File: config.mk
export PLATFORM = sky130hd
export DESIGN_NAME = hazard_ctrl
export DESIGN_NICKNAME = d
export VERILOG_FILES = /design/src/rtl/hazard_ctrl.sv
export SDC_FILE = /design/constraint.sdc
export NUM_CORES = 1
export LEC_CHECK = 0
export ABC_AREA = 1
export CORE_AREA = 2 2 52 49
export CTS_BUF_LIST = sky130_fd_sc_hd__clkbuf_16
export CTS_CLUSTER_DIAMETER = 80
export DETAILED_ROUTE_END_ITERATION = 8
export DIE_AREA = 0 0 54 51
export DONT_BUFFER_PORTS = 1
export PLACE_DENSITY_LB_ADDON = 0.05
export SYNTH_ARGS = -nofsm -noshare
export SYNTH_HDL_FRONTEND = slang
export SYNTH_SLANG_ARGS = --single-unit
export TNS_END_PERCENT = 100
File: constraint.sdc
create_clock -name clk -period 1.45 [get_ports clk]
set_input_delay 0.29 -clock clk [delete_from_list [all_inputs] [get_ports clk]]
set_output_delay 0.29 -clock clk [all_outputs]
set_load 0.1 [all_outputs]
File: src/rtl/hazard_ctrl.sv
// Hazard/stall controller for the 5-stage integer/FP core: load-use stalls, branch flushes,
// WB->ID forwarding selects, multi-cycle FP sequencing. Optional perf counters: HAZARD_PERF_CNT_EN.
module hazard_ctrl #(
    parameter int unsigned MC_LAT = 4,
    parameter int unsigned CNT_W  = 4
) (
    input  logic             clk,
    input  logic             rst,
    input  logic [5:0]       rs1_addr_ID,
    input  logic [5:0]       rs2_addr_ID,
    input  logic             rs1_used_ID,
    input  logic             rs2_used_ID,
    input  logic             mc_start_ID,
    input  logic [5:0]       rd_addr_EX,
    input  logic             reg_write_EX,
    input  logic             mem_read_EX,
    input  logic [5:0]       rd_addr_WB,
    input  logic             reg_write_WB,
    input  logic             branch_taken_EX,
    input  logic             im_wait,
    input  logic             dm_wait,
    output logic [1:0]       busStall,
    output logic             stall_IF,
    output logic             bubble_EX,
    output logic             flush_ID,
    output logic             reg1_sel,
    output logic             reg2_sel,
`ifdef HAZARD_PERF_CNT_EN
    output logic [31:0]      perf_lu_cnt,
    output logic [31:0]      perf_bus_cnt,
    output logic [31:0]      perf_mc_cnt,
`endif
    output logic             mc_busy
);

    typedef enum logic {
        RUN     = 1'b0,
        MC_WAIT = 1'b1
    } state_t;

    state_t           state;
    logic [CNT_W-1:0] cnt;
    logic             hold;
    logic             lu;
    logic             br;
    logic             mc_accept;

    // Back-end freeze: data bus wait, or a multi-cycle op still owning EX.
    always_comb begin
        hold     = dm_wait | ((state == MC_WAIT) && (cnt != '0));
        busStall = {hold, hold | im_wait};
    end

    always_comb begin
        lu = mem_read_EX && reg_write_EX && (rd_addr_EX != 6'd0) &&
             ((rs1_used_ID && (rs1_addr_ID == rd_addr_EX)) ||
              (rs2_used_ID && (rs2_addr_ID == rd_addr_EX)));
        br = branch_taken_EX;
    end

    // Taken branch wins over load-use; everything is deferred while the back end is frozen.
    always_comb begin
        flush_ID  = !hold && br;
        stall_IF  = !hold && !br && lu;
        bubble_EX = !hold && (br || lu);
    end

    always_comb begin
        reg1_sel = reg_write_WB && (rd_addr_WB != 6'd0) && rs1_used_ID && (rd_addr_WB == rs1_addr_ID);
        reg2_sel = reg_write_WB && (rd_addr_WB != 6'd0) && rs2_used_ID && (rd_addr_WB == rs2_addr_ID);
    end

    assign mc_accept = mc_start_ID && !busStall[0] && !stall_IF && !br && (MC_LAT > 32'd1);

    // Counter runs even under dm_wait; the op is released on the edge where it reads zero.
    always_ff @(posedge clk or negedge rst) begin
        if (!rst) begin
            state <= RUN;
            cnt   <= '0;
        end else begin
            case (state)
                RUN: begin
                    if (mc_accept) begin
                        state <= MC_WAIT;
                        cnt   <= CNT_W'(MC_LAT - 32'd1);
                    end
                end
                MC_WAIT: begin
                    if (cnt == '0) begin
                        state <= RUN;
                    end else begin
                        cnt <= cnt - CNT_W'(1);
                    end
                end
                default: begin
                    state <= RUN;
                    cnt   <= '0;
                end
            endcase
        end
    end

    assign mc_busy = (state == MC_WAIT);

`ifdef HAZARD_PERF_CNT_EN
    always_ff @(posedge clk or negedge rst) begin
        if (!rst) begin
            perf_lu_cnt  <= '0;
            perf_bus_cnt <= '0;
            perf_mc_cnt  <= '0;
        end else begin
            if (stall_IF)           perf_lu_cnt  <= perf_lu_cnt + 32'd1;
            if (dm_wait || im_wait) perf_bus_cnt <= perf_bus_cnt + 32'd1;
            if (mc_busy)            perf_mc_cnt  <= perf_mc_cnt + 32'd1;
        end
    end
`endif

endmodule
==> results of run 1 <==
## worst register-to-register path: cells and delay by family, from the launching register on
kind	cells	cell delay [ns]
AND/OR/NAND/NOR	7	0.60
flip-flops	1	0.38
buffers and inverters	2	0.24
AO/OA/AOI/OAI	1	0.16
adder cells (fa/ha/maj)	1	0.13
## where the power goes
| part | total (uW) | switching, uW | internal, uW |
|---|---|---|---|
| logic | 989 | 558 | 431 |
| clock network | 434 | 78.3 | 356 |
| registers | 271 | 61.4 | 210 |
## logic make-up (layout without fill, tap and decap cells)
logic type	Yosys count	after routing	share of synthesized area (%)
buffers and inverters	32	59	15.66
xor gates and xnor gates	8	8	8.861
DFF	5	5	15.82
adders and majority gates	1	1	1.582
AOI/OAI and AO/OA	11	11	8.861
and+or+nand+nor	84	84	49.21
## flip-flops by register name, summed over array words and instances, names as in the netlist
signal	cells
cnt	4
mc_busy	1
## metal layers
metal	up-vias	routed length, microns
met1	383	1028
met3	0	122
met4	0	0
met2	27	1036
li1	485	-
met5	-	0
## cell usage in the layout, fill, tap and decap left out
cell type / n
nand2_1: 41
inv_1: 21
nor2_1: 15
buf_4: 15
inv_2: 11
nand3_1: 9
buf_12: 6
a21oi_1: 5
nand2_4: 4
xor2_1: 4
dfrtp_1: 4
o22ai_1: 3
xnor2_1: 3
nand4_1: 3
nor3_4: 3
clkbuf_16: 3
nor3_2: 2
buf_6: 2
o21ai_4: 1
nor2_4: 1
nand2_2: 1
a21oi_4: 1
nor3_1: 1
xor2_2: 1
o21ai_1: 1
nor4_2: 1
and3_4: 1
nand3_4: 1
or2_2: 1
ha_4: 1
dlygate4sd3_1: 1
dfrtp_4: 1
## worst min-delay path by stage
| stage | start | end | slack, ns | depth (start not counted) |
|---|---|---|---|---|
| after floorplan | rst | cnt[0] | -0.006 | 0 |
| after global placement | rst | cnt[2] | -0.005 | 0 |
| after detailed placement | rst | mc_busy | -0.005 | 0 |
| after CTS | branch_taken_EX | mc_busy | 0.29 | 3 |
| after global routing | rst | cnt[0] | 0.38 | 1 |
| final | rst | cnt[0] | 0.35 | 1 |
## repair_timing
action	4_1_cts	5_1_grt
pin swaps	4	2
hold buffers	1	0
endpoints found under the setup margin	10	11
resized for setup	9	6
buffers inserted	3	3
gates cloned	0	0
hold endpoints to repair	5	0
## metrics by stage
| step | instance area, sq um | power (uW) | std cells | hold WS [ns] | TNS [ns] |
|---|---|---|---|---|---|
| 6_report | 1266 | 1694 | 196 | 0.3535 | -2.173 |
| 5_1_grt | 1266 | 1813 | 196 | 0.3753 | -3.114 |
| 4_1_cts | 1214 | 1651 | 193 | 0.2940 | -1.626 |
| 3_5_place_dp | 1064 | 1127 | 185 | -0.005436 | -0.5838 |
| 3_3_place_gp | 1064 | 1123 | 185 | -0.005466 | -0.4133 |
| 2_1_floorplan | 858.3 | 882.6 | 141 | -0.005591 | -2.637 |
## final cells by class
cell class	count	area (sq um)	area share [%]
multi-input cells	104	641.9	50.69
repair buffers	24	265.3	20.95
flip-flops and latches	5	128.9	10.18
inverters	31	116.4	9.190
clock buffers	3	75.07	5.929
well taps	28	35.03	2.767
clock inverters	1	3.754	0.2964
==> results.ini, run 1 <==
[die]
die_area_sq_mm=0.002754
die_y_microns=51
initial_core_util_pct=34.42
rows=17
core_area_sq_mm=0.002297
io_pins=43
die_w_microns=54

[global_route]
grt_pass1_wl_microns=3546
grt_use_met1_pct=23.74
grt_util_met3_pct=1.462
antenna_found_initial=0
grt_usage_pct=16.87
gr-max-usage-layer=met2
grt_pass1_vias=913
grt_overflow_total=0
grtUsageMet2_pct=27.24
grt_max_degree=6

[critical_path]
critical_path_required_ns=1.16
cp_slowest_stage_delay_ns=0.38
reg2regPathDepth=11
startpoint_type=flop
cp_num_cells=9
rrSetupSlack_ns=-0.12
worst_ep_arrival_time_ns=1.56
setup.worst_path.class=reg -> out
r2r-end=cnt[2]
crit_path_cell_trace=inv_2, ha_4, nand2_4, o21ai_4, buf_4, buf_6, buf_6, nand3_4, buf_12
path_max_fanout=2
path_common_cell=buf_6
crit_buf_inv=5
cp_slowest_cell=dfrtp_1
worstSetupEndpointType=primary output
crit_end=busStall[0]
crit_family=buffers and inverters
worstSetupStartpoint=cnt[0]
timing.rr.start=cnt[0]

[detailed_routing]
drtPass1Iterations=4
viasPerCell=4.566
routed_wirelength_microns=2188
drt_iter0_markers=9
drc=0
wire_per_inst_microns=11.16
vias=895
final_antenna_net_count=0

[yosys]
synth.largest_area_cell=nand2_1
synthTopCellsByCount=nand2_1, inv_1, nor2_1
synth_area_sq_um=790.8
ys.flop_type=dfrtp_1
synth_top_area_share_pct=19.46
syn_nets=177
syn_inst=141
synth-async-reset-ratio_pct=100.0
post-synth-top-count-cell=nand2_1
synth_edf_count=0
ys_warn_count=0
netlist-cell-type-count=22
ys_seq_area_share_pct=15.82
syn_area_per_cell_sq_um=5.608
synth_area_leaders=nand2_1, dfrtp_1, inv_1, nor2_1, nand3_1
ys_ff_latch=5

[placed_design]
preCtsSetupSlack_ns=-0.1961
place.gp.congestion=0.7769
port_buffers=0
dpl.hpwl_microns=1841

[timing]
max_freq_mhz=539.6
fin_crit_sh_pct=127.8
setup_ws_ns=-0.4033
relSlewSlack_pct=79.29
rsz0062_at_grt=true
finClkSkew_ns=0.0005092
final-hold-violation-count=0
period_minus_slack_ns=1.853
setup_viol=10
tightest_slew_ns=0.3107
slew_violations=0

[finish]
nets=205
syn2layout_area_growth_pct=60.13
final_core_util_pct=55.12
fill_cells=241
drive_gt1_share_pct=33.93
n_antenna_cell=0

[clocking]
cts_root_buffer=clkbuf_16
h-tree-depth=1
cts_tree=yes
clkTransAtPathRegs_ns=0.03
clockBufferDepth=2
cts-buffers-inserted=3
clkLatencyLatePin_ns=0.22
cts.sinks=5

[min_path]
min_path_type=in -> async

[pwr]
ir_worst_vdd_v=0.001623
powerDensity_mw_per_mm2=1338
p_leak_uw=0.0006588

[run_status]
status=finished with violations
failed_checks=setup timing

[run]
maxCapViolations=0

(Power assumes the default switching activity.)
==> run 2, diff against run 1 <==
--- a/config.mk
+++ b/config.mk
@@ -16,4 +16,4 @@
 export SYNTH_ARGS = -nofsm -noshare
 export SYNTH_HDL_FRONTEND = slang
 export SYNTH_SLANG_ARGS = --single-unit
-export TNS_END_PERCENT = 100
+export TNS_END_PERCENT = 50
==> results.ini, run 2 (synthesized netlist as in run 1, its figures left out) <==
[critical_path]
worst_ep_arrival_time_ns=1.54
setup.worst_path.class=reg -> out
cp_slowest_stage_delay_ns=0.37
cp_slowest_cell=dfrtp_1
startpoint_type=flop
crit_family=flip-flops
crit_path_cell_trace=inv_2, ha_4, nand2_4, o21ai_4, nand2_4, nor3_4, buf_12
reg2regPathDepth=10
cp_num_cells=7
path_max_fanout=4
critical_path_required_ns=1.16
worstSetupEndpointType=primary output
path_common_cell=nand2_4
rrSetupSlack_ns=-0.11
crit_buf_inv=2

[timing]
max_freq_mhz=547.0
tightest_slew_ns=0.2768
slew_violations=0
setup_ws_ns=-0.3782
period_minus_slack_ns=1.828
finClkSkew_ns=0.001821
relSlewSlack_pct=81.70
setup_viol=12
fin_setup_tns_ns=-2.106
rsz0062_at_grt=true
fin_crit_sh_pct=126.1
final-hold-violation-count=0

[clocking]
clkLatencyLatePin_ns=0.23
h-tree-depth=1
cts_tree=yes
clockBufferDepth=2
cts_root_buffer=clkbuf_16
clkTransAtPathRegs_ns=0.03
cts-buffers-inserted=3
cts.sinks=5

[finish]
final_area_sq_mm=0.001249
drive_gt1_share_pct=31.58
layout_commonest_cell=nand2_1
nets=208
syn2layout_area_growth_pct=57.91
final_core_util_pct=54.36
n_antenna_cell=0
most-common-layout-cells=nand2_1, inv_1, buf_4
regMostFlops=cnt
largest_register_ffs=4

[detailed_routing]
drtPass1Iterations=4
final_antenna_net_count=0
drc=0
drt_iter0_markers=18
viasPerCell=4.698
routed_wirelength_microns=2216
vias=935
wire_per_inst_microns=11.14

[die]
rows=17
die_y_microns=51
initial_core_util_pct=34.42
core_area_sq_mm=0.002297
die_w_microns=54
die_area_sq_mm=0.002754
io_pins=43

[global_route]
grt_pass1_vias=867
grt_usage_pct=18.06
grt_overflow_total=0
grt_max_degree=7
antenna_found_initial=0
grt_pass1_wl_microns=3677

[placed_design]
place.gp.congestion=0.9011
post_dp_cell_area_sq_mm=0.001124
preCtsSetupSlack_ns=-0.1863
port_buffers=0
dpl.hpwl_microns=1878

[run_status]
failed_checks=setup timing
status=finished with violations

[min_path]
min_path_type=in -> reg
holdPathStages=3

[pwr]
powerDensity_mw_per_mm2=1367
fin_total_pwr_uw=1707
ir_worst_vdd_v=0.001077
p_leak_uw=0.0006674

[run]
maxCapViolations=0

==> run 2: changes by cell type in the layout (fill, tap and decap cells not counted), sizes merged <==
cell / before / now
buf: 23 / 26
==> run 2: repair_timing <==
| item | in CTS | in global routing |
|---|---|---|
| setup endpoints to repair | 12 | 12 |
| hold endpoints to repair | 5 | 0 |
| cloned | 0 | 0 |
| setup buffers | 1 | 1 |
| hold buffers | 1 | 0 |
| pin swaps | 3 | 1 |
| resized for setup | 5 | 0 |
==> run 2: area by class of cell <==
type,instances,area [sq um]
Clock buffer,3,75.07
Clock inverter,1,3.754
Fill cell,237,1049
Inverter,31,116.4
Multi-Input combinational cell,104,605.6
Sequential cell,5,128.9
Tap cell,28,35.03
Timing Repair Buffer,27,284.0
==> run 2: path summary, 6_finish.rpt <==
path	from	to
min in group asynchronous	rst	mc_busy
min	branch_taken_EX	mc_busy
max in group asynchronous	rst	mc_busy
max reg2reg	cnt[1]	cnt[1]
max	cnt[1]	stall_IF
min reg2reg	cnt[0]	cnt[0]
==> run 2: worst min-delay path, cell delays in order <==
cell     delay, ns
nor3_4        0.02
nand2_4       0.09
nand2_4       0.07
==> run 2: per-layer routing <==
metal / up-vias / global-route usage [%] / part of all wire, %
met1: 404 / 27.22 / 47
met4: 0 / 5.000 / 1.5
met2: 33 / 25.20 / 45
li1: 494 / - / -
met3: 4 / 4.386 / 6.5
met5: - / 0 / 0
==> run 2: through the flow <==
stage / hold WS, ns / instances
finish: 0.2861 / 199
global route: 0.3062 / 199
CTS: 0.2842 / 198
detailed placement: -0.005509 / 192
global placement: -0.005496 / 192
floorplan: -0.005591 / 141
==> run 2: report_power, final <==
part / total, uW / leakage, uW / switching, uW / internal [uW]
registers: 257 / 0.0000624 / 47.7 / 210
clock network: 449 / 0.0000423 / 91.8 / 357
logic: 1000 / 0.000563 / 568 / 432
total: 1710 / 0.000667 / 708 / 999
==> edit: new RTL, settings of run 1 <==
Change the parameter `CNT_W` from 4 to 6.
--- a/src/rtl/hazard_ctrl.sv
+++ b/src/rtl/hazard_ctrl.sv
@@ -4,3 +4,3 @@
     parameter int unsigned MC_LAT = 4,
-    parameter int unsigned CNT_W  = 4
+    parameter int unsigned CNT_W  = 6
 ) (
Formal check against the unedited RTL: no difference found for any inputs over 10 cycles, from zero or initial values and one cycle with rst low; that may be too few to reach the edited logic, so the function may still have changed.
==> edit against run 1 <==
  * The flow still finishes with violations (setup timing)
  * Maximum frequency up 3.5%
  * Synthesized cell count up 19%
  * Count of clock-buffer cells in the layout unchanged
  * Clock skew up 0.95 ps
  * Non-clock buffer count up 13
  * Setup slack better by 64 ps
  * Die area unchanged
  * Final area up 31%
  * Wire length up 33%
  * Power up 49%
  * Area after synthesis up 19%
  * Sequential cell count up 2
  * Critical endpoint is now stall_IF
  * Largest cell class unchanged
==> edit: results (changes against run 1) <==
INFO  metric result_of_the_run = complete, but fails checks (unchanged)
INFO  metric violations = setup timing (unchanged)
INFO  metric critPathSlowestCell = dfrtp_1 (unchanged)
INFO  metric static-leakage-power = 0.827 nW (was 0.659 nW)
INFO  metric async_reset_ff_share = 100% (unchanged)
INFO  metric crit_arrival = 1500 ps (was 1560 ps)
INFO  metric vias_in_the_first_global_route = 1076 (was 913)
INFO  metric detail_route.wl_per_cell = 12.3 µm (was 11.2 µm)
INFO  metric vdd_drop_max = 1.59 mV (was 1.62 mV)
INFO  metric fillerInstances = 177 (was 241)
INFO  metric place_inst = 225 (was 185)
INFO  metric num_vias = 1180 (was 895)
INFO  metric clock-root-buffer = clkbuf_16 (unchanged)
INFO  metric largest-register = cnt (unchanged)
INFO  metric yosys_cell_types = 21 (was 22)
INFO  metric grt_antenna_before_repair = 0 (unchanged)
INFO  metric setup_viol = 14 (was 10)
INFO  metric grt_usage = 21.8% (was 16.9%)
INFO  metric crit_fanout = 4 (was 2)
INFO  metric mean_instance_size_in_the_synthesized_netlist = 5.59 µm² (was 5.61 µm²)
INFO  metric viasPerCell = 5.00 (was 4.57)
INFO  metric ctsLongestPathBuffers = 2 (unchanged)
INFO  metric worst-slew-pin-transition = 346 ps (was 311 ps)
INFO  metric grt_start_max_net_pins = 8 (was 6)
INFO  metric synth_sequential_area_ratio = 18.6% (was 15.8%)
INFO  metric largest_reg_flops = 6 (was 4)
INFO  metric nets = 246 (was 205)
INFO  metric worst_setup_hold_path_clk_slew = 40 ps
INFO  metric dp.final_hpwl = 2260 µm (was 1840 µm)
INFO  metric antennaDiodeCount = 0 (unchanged)
INFO  metric timing.clock.skew = 1.46 ps (was 0.509 ps)
INFO  metric synth_warnings = 0 (unchanged)
INFO  metric buffer_ports.inserted = 0 (unchanged)
INFO  metric synth.area.top_cells = nand2_1 (19%), dfrtp_1 (19%), inv_1 (14%) (was nand2_1 (19%), dfrtp_1 (16%), inv_1 (11%))
INFO  metric ys_top_cells_by_count = nand2_1 (48), inv_1 (36), nor2_1 (24), nand3_1 (12), nor3_1 (8) (was nand2_1 (41), inv_1 (23), nor2_1 (16), nand3_1 (10), inv_2 (8))
INFO  metric first_pass_grt_wire_length = 4540 µm (was 3550 µm)
INFO  metric htree_levels = 1 (unchanged)
INFO  metric hold_path.class = in2reg (was in2async)
INFO  metric initialDrtViolationCount = 36 (was 9)
INFO  metric share_of_cells_above_drive_strength_1 = 38.0% (was 33.9%)
INFO  metric synthDominantCellAreaShare = 19.2% (was 19.5%)
INFO  metric cpPeakStageDelay = 390 ps
INFO  metric firstDrtPassIters = 4 (unchanged)
INFO  metric syn-num-nets = 205 (was 177)
INFO  metric worst_slack = -340 ps (was -403 ps)
INFO  metric gp_routability_congestion = 0.899 (was 0.777)
INFO  metric tritoncts.num_buffers = 3 (unchanged)
## edit: cell count changes in the layout (fill, tap and decap cells not counted), moves of 3 or more
cell / delta
buf_4: +10
inv_1: +7
inv_2: -6
nand2_2: +7
nand3_1: +3
nor2_1: +4
nor2_4: +4
nor3_1: +3
## edit: path summary, 6_finish.rpt
path                               startpoint                 end  slack (ps)  depth (start not counted)
max                        cnt[0]$_DFFE_PN0P_            stall_IF        -340                          7
min                           branch_taken_EX   mc_busy$_DFF_PN0_         340                          3
max reg2reg                cnt[0]$_DFFE_PN0P_  cnt[1]$_DFFE_PN0P_        -290                         12
min reg2reg                cnt[5]$_DFFE_PN0P_  cnt[5]$_DFFE_PN0P_         520                          2
max in group asynchronous                 rst   mc_busy$_DFF_PN0_         760                          1
min in group asynchronous                 rst  cnt[3]$_DFFE_PN0P_         400                          1
## edit: power by group
part / total (mW) / switching (mW) / internal (mW)
combinational: 1.69 / 0.939 / 0.748
sequential: 0.383 / 0.0831 / 0.300
clock: 0.461 / 0.102 / 0.359
total: 2.53 / 1.12 / 1.41
## edit: timing repair
item	in CTS	in global routing
endpoints found under the hold margin	7	0
setup endpoints to repair	14	14
gates cloned	0	0
pin swaps	10	15
hold buffers	1	0
buffers inserted	5	1
gates resized for setup	25	31
## edit: logic make-up after synthesis
kind of cell               Yosys count  share of synthesized area, %
DFF                                  7                          18.6
xor gates and xnor gates             5                          4.66
buffers and inverters               37                          15.2
and+or+nand+nor                    106                          52.6
AOI/OAI and AO/OA                   11                          6.26
adders and majority gates            2                          2.66
## edit: layout make-up
class | instances | area (µm²) | area share (%)
sequential | 7 | 179 | 10.8
clock inverter | 1 | 3.75 | 0.227
clock buffer | 3 | 75.1 | 4.53
multi-input combinational | 124 | 801 | 48.3
inverter | 36 | 180 | 10.9
tap | 28 | 35.0 | 2.11
timing repair buffer | 37 | 383 | 23.1
## edit: through the flow
step	setup WS, ps	total power [mW]	instance area [µm²]	hold slack (ps)	TNS (ps)
final	-340	2.53	1660	343	-3270
after global routing	-406	2.69	1660	353	-4210
after CTS	-334	2.40	1540	314	-3050
after detailed placement	-192	1.70	1330	-5.47	-1400
after global placement	-171	1.69	1330	-5.47	-1280
after floorplan	-598	1.24	1000	-5.59	-2230
## edit: routing by layer
| metal | up-vias | global-route usage, % | wire length (µm) |
|---|---|---|---|
| met5 | - | 0 | 0 |
| met4 | 0 | 6.25 | 16 |
| met3 | 2 | 1.75 | 163 |
| met2 | 32 | 35.0 | 1400 |
| met1 | 546 | 31.1 | 1320 |
| li1 | 600 | - | - |
## edit: worst max-delay path: cells and delay by family (launching register included)
family | cells | cell delay, ps
flops | 1 | 390
fa+ha+maj | 1 | 140
simple gates | 4 | 470
buf+inv | 2 | 290
